File: config.mk
export PLATFORM = sky130hd
export DESIGN_NAME = mem_access_unit
export DESIGN_NICKNAME = d
export VERILOG_FILES = /design/src/rtl/mem_access_unit.sv
export SDC_FILE = /design/constraint.sdc
export NUM_CORES = 1
export LEC_CHECK = 0
export ABC_AREA = 1
export BUFFER_PORTS_ARGS = -buffer_cell sky130_fd_sc_hd__buf_2
export CORE_MARGIN = 2
export CORE_UTILIZATION = 42
export CTS_CLUSTER_DIAMETER = 80
export CTS_CLUSTER_SIZE = 10
export DETAILED_ROUTE_END_ITERATION = 10
export HOLD_SLACK_MARGIN = 0.05
export PLACE_DENSITY = 0.73
export REMOVE_ABC_BUFFERS = 1
export SLEW_MARGIN = 10
export SYNTH_ARGS = -nofsm -noshare
export SYNTH_HDL_FRONTEND = slang
export SYNTH_SLANG_ARGS = --single-unit
export TNS_END_PERCENT = 1
File: constraint.sdc
create_clock -name clk -period 1.52 [get_ports clk]
set_input_delay 0.076 -clock clk [delete_from_list [all_inputs] [get_ports clk]]
set_output_delay 0.076 -clock clk [all_outputs]
set_load 0.01 [all_outputs]
File: src/rtl/mem_access_unit.sv
// LC-3b memory-stage controller: drives the data-memory port for LDW/LDB/STW/STB/LDI/STI,
// stalls the pipeline while an access is outstanding and registers the load word for writeback.
module mem_access_unit (
  input  logic        clk,
  input  logic        reset,
  input  logic        req_valid,
  input  logic [2:0]  req_op,
  input  logic [15:0] req_address,
  input  logic [15:0] req_data,
  input  logic [15:0] dmem_rdata,
  input  logic        dmem_resp,
  output logic        dmem_read,
  output logic        dmem_write,
  output logic [15:0] dmem_address,
  output logic [15:0] dmem_wdata,
  output logic [1:0]  dmem_byte_enable,
  output logic [15:0] mem_wdata,
  output logic        byte_sel,
  output logic        stall,
  output logic        done
);

  localparam logic [2:0] OP_LDW = 3'b000;
  localparam logic [2:0] OP_LDB = 3'b001;
  localparam logic [2:0] OP_STW = 3'b010;
  localparam logic [2:0] OP_STB = 3'b011;
  localparam logic [2:0] OP_LDI = 3'b100;
  localparam logic [2:0] OP_STI = 3'b101;

  typedef enum logic [1:0] {IDLE, IND, ACCESS, DONE} state_t;

  state_t      state, state_next;
  logic [2:0]  op_p1;
  logic [15:0] addr_p1;
  logic [15:0] data_p1;
  logic [15:0] word_addr;
  logic        req_ok;
  logic        is_load;

  function automatic logic [1:0] stb_enable(input logic lsb);
    return lsb ? 2'b10 : 2'b01;
  endfunction

  assign req_ok    = req_valid && (req_op <= OP_STI);
  assign is_load   = (op_p1 == OP_LDW) || (op_p1 == OP_LDB) || (op_p1 == OP_LDI);
  assign word_addr = {addr_p1[15:1], 1'b0};

  always_ff @(posedge clk) begin
    if (reset) state <= IDLE;
    else       state <= state_next;
  end

  // Request latch; in IND the address register is overwritten with the fetched pointer
  always_ff @(posedge clk) begin
    case (state)
      IDLE: begin
        if (req_ok) begin
          op_p1   <= req_op;
          addr_p1 <= req_address;
          data_p1 <= req_data;
        end
      end
      IND: begin
        if (dmem_resp) addr_p1 <= dmem_rdata;
      end
      default: ;
    endcase
  end

  // Load result register; stores leave it untouched
  always_ff @(posedge clk) begin
    if (reset) begin
      mem_wdata <= 16'h0000;
      byte_sel  <= 1'b0;
    end else if (state == ACCESS && dmem_resp && is_load) begin
      mem_wdata <= dmem_rdata;
      byte_sel  <= (op_p1 == OP_LDB) && addr_p1[0];
    end
  end

  always_comb begin
    state_next       = state;
    dmem_read        = 1'b0;
    dmem_write       = 1'b0;
    dmem_address     = 16'h0000;
    dmem_wdata       = 16'h0000;
    dmem_byte_enable = 2'b00;
    stall            = 1'b0;
    done             = 1'b0;
    case (state)
      IDLE: begin
        if (req_ok) begin
          stall      = 1'b1;
          state_next = (req_op == OP_LDI || req_op == OP_STI) ? IND : ACCESS;
        end
      end
      IND: begin
        stall            = 1'b1;
        dmem_read        = 1'b1;
        dmem_address     = word_addr;
        dmem_byte_enable = 2'b11;
        if (dmem_resp) state_next = ACCESS;
      end
      ACCESS: begin
        stall        = 1'b1;
        dmem_address = word_addr;
        case (op_p1)
          OP_STW, OP_STI: begin
            dmem_write       = 1'b1;
            dmem_byte_enable = 2'b11;
            dmem_wdata       = data_p1;
          end
          OP_STB: begin
            dmem_write       = 1'b1;
            dmem_byte_enable = stb_enable(addr_p1[0]);
            dmem_wdata       = {data_p1[7:0], data_p1[7:0]};
          end
          default: begin
            dmem_read        = 1'b1;
            dmem_byte_enable = 2'b11;
          end
        endcase
        if (dmem_resp) state_next = DONE;
      end
      DONE: begin
        done       = 1'b1;
        state_next = IDLE;
      end
      default: state_next = IDLE;
    endcase
  end

endmodule
==> results.md <==
- Critical Path Start Type: flop
- Largest family of logic cells by synthesized area: simple AND/OR/NAND/NOR gates
- Clk_lat worst skew: ~300 ps
- Register bit total from synthesis: 54
- Syn avg cell area: 8.561 µm²
- Int Power: about 4 mW
- Layout area overhead: 59.17%
- Number of clock sinks: 54
- Outcome: finished with violations
- Sw frac: 40.15%
- Die extent in y: approximately 81 µm
- Max-cap viol count: 0
- DR vias/cell: between 4 and 5
- Reg area: approximately 1400 µm²
- Post-synthesis simple-gate area fraction: between 20% and 30%
- Slew HR: between 60% and 70%
- DR DRC count: 0
- Routed vias: between 2k and 3k
- Hold WC Path Type: in -> reg
- Post-synthesis compound-gate area fraction: around 7.5%
- Required time worst endpoint: 1440 ps
- CTS HTree Levels: 2
- Post-synthesis sequential area ratio: between 50% and 60%
- N_diodes: 0
- Starting Density: a little over two fifths
- HPWL Detailed: 4.526 mm
- Antenna violations before repair: 0
- Worst slew pin tran: 558.4 ps
- IO Pins: 110
- Gpl congestion: just under 0.8
- Power Density: 1694 nW/µm²
- Leakage: 2.003 nW
- Peak supply drop: roughly 1.2 mV
- RSZ-0062 raised after global routing: true
- Worst Slack Setup Final: -135.2 ps
- Clock slew at reported path FFs: about 90 ps
- Fin. max-slew vios: 0
- Die footprint: ~6600 µm²
- Post-Synth XOR/XNOR Area: 0%
- Synth async-reset ratio: 0%
- Total routed wirelength: 7.385 mm
- Crit path DAT: approximately 1600 ps
- Layout Cells excl Fill: ~540
- Worst hold slack: between 50 and 60 ps
- Post-synth EDFFs: 35
- Global-route wire length before repair: around 11 mm
- Design area: around 4000 µm²
- Adder-cell share of the synthesized area: 2.009%
- DP Cell Count: between 400 and 500
- Sum Neg Setup Slack: -1740 ps
- CTS root buffer: clkbuf_8
- Netlist cell types: 24
- Post-layout min period: around 1700 ps
- Dominant synthesized flop cell: edfxtp_1
- Core footprint: slightly below 6000 µm²
- CP endpoint kind: primary output
- Final net count: between 500 and 600
- Crit-path max FO: 8
- Synthesized area: around 2500 µm²
- Maximum clock path buffer count: 2
- Post-DRT Antenna Nets: 0
- Syn. warnings: 0
- Placed cell areas: 3179 µm²
- GRT Total Usage: between 20 and 25%
- Initial DRC count: 140
- Vias in the first global route: ~2.4k
- Pin count of the biggest net entering global routing: 20
- Failing checks: negative setup slack
- Clk pwr share: between 10 and 15%
- Final Core Density: about two thirds
- Post-route clock period utilization: 108.9%
- Maximum clock frequency: between 600 and 700 MHz
- DR pass1 iterations: 4
- Mux contribution to synthesized area: 0%
- GRT overflow: 0
- Clock skew: ~7.3 ps
- CP Class: reg -> out
- Num rows: 28
- Mapped Cells: 291
- P_sw: 2.696 mW
- Die Wd: ~81 µm
- Routed length per placed instance: ~14 µm
- CTS tree: yes
- Share of cells above drive strength 1: 37.93%
- # port buffers: 108
- Comb pwr share: between 50% and 60%
- Final Hold Fails: 0
- Final count of negative-setup-slack endpoints: 20
- Fillcell total: 450
- Pre-CTS WS: approximately 58 ps
- Sequential Power Share: a little over a third
- Multi-input gate area: 974.7 µm²
- Total power: 6.715 mW
- Inserted Clock Buffers: 5
==> logic make-up after synthesis <==
group | after synthesis
and+or+nand+nor | 148
DFF | 54
buffers and inverters | 49
AOI/OAI and AO/OA | 35
other | 1
adders and majority gates | 4
==> registers in the layout (all words and copies together) (netlist names) <==
name and cells:
data_p1 16, addr_p1 16, state 2, mem_wdata 16, op_p1 3, byte_sel 1
==> layout make-up <==
class                      instances  share of cell area [%]
multi-input combinational        189                   24.58
tap                               75                   2.367
clock inverter                     2                  0.3471
timing repair buffer             174                   30.55
clock buffer                       6                   1.830
sequential                        54                   36.29
inverter                          39                   4.039
==> cells in the mapped netlist, types with 2 or more instances <==
cell | count | share of area, %
o21ai_0 | 20 | 4.0
nor2_1 | 45 | 6.8
a21oi_1 | 12 | 2.4
clkbuf_1 | 2 | 0.30
nor2_2 | 2 | 0.50
dfxtp_1 | 19 | 15
clkbuf_2 | 3 | 0.60
buf_4 | 3 | 0.90
nand2_1 | 84 | 13
edfxtp_1 | 35 | 42
inv_1 | 37 | 5.6
nand2_2 | 4 | 1.0
nand3_1 | 11 | 2.2
ha_1 | 4 | 2.0
==> timing repair <==
action | 4_1_cts | 5_1_grt
hold buffers | 43 | 2
endpoints found under the setup margin | 36 | 43
buffers inserted | 4 | 5
endpoints found under the hold margin | 41 | 2
pin swaps | 6 | 4
resized for setup | 27 | 27
cloned | 1 | 1
==> worst paths after layout <==
| path | start | endpoint | slack, ps | cells past startpoint |
|---|---|---|---|---|
| worst max-delay path | op_p1[0]$_DFFE_PP_ | dmem_wdata[10] | -140 | 5 |
| worst min-delay path | req_address[15] | addr_p1[15]$_DFFE_PP_ | 50 | 3 |
| worst max register to register | state[0]$_SDFFE_PP0P_ | mem_wdata[12]$_SDFFE_PP0P_ | 120 | 7 |
| worst min register to register | mem_wdata[5]$_SDFFE_PP0P_ | mem_wdata[5]$_SDFFE_PP0P_ | 490 | 2 |
==> layer usage <==
metal	share of wire, %	GRT usage, %	vias up
met2	53	36.36	91
met1	41	25.70	1194
met3	4.3	2.667	12
met4	1.7	8.814	0
met5	0	0	-
li1	-	-	1258
==> cells in the final DEF, fill, tap and decap left out, types with 2 or more instances in the layout <==
cell type	count
inv_1	30
inv_4	2
o21ai_1	4
dfxtp_1	17
nor2_1	43
nand2_2	2
nand3_2	4
nand2_4	4
o21ai_0	16
buf_4	14
ha_4	3
nand2_1	84
buf_12	2
clkbuf_8	5
buf_6	8
inv_2	4
edfxtp_1	35
nand3_1	7
buf_2	105
dfxtp_4	2
nor2_2	4
dlygate4sd3_1	45
a21oi_2	11
==> critical path, cell delays in order (launching register included) <==
cell	delay, ps
edfxtp_1	470
o21ai_2	250
buf_6	170
nand3_1	100
a21oi_2	140
buf_2	150
==> power groups by stage <==
stage          logic (mW)  clock network [mW]  registers (mW)
2_1_floorplan        1.58                   0            2.31
6_report             3.59               0.779            2.34
3_5_place_dp         2.83                   0            2.31
3_3_place_gp         2.76                   0            2.29
5_1_grt              3.94               0.843            2.39
4_1_cts              3.14               0.795            2.32
Power figures use the tool's default switching activity.
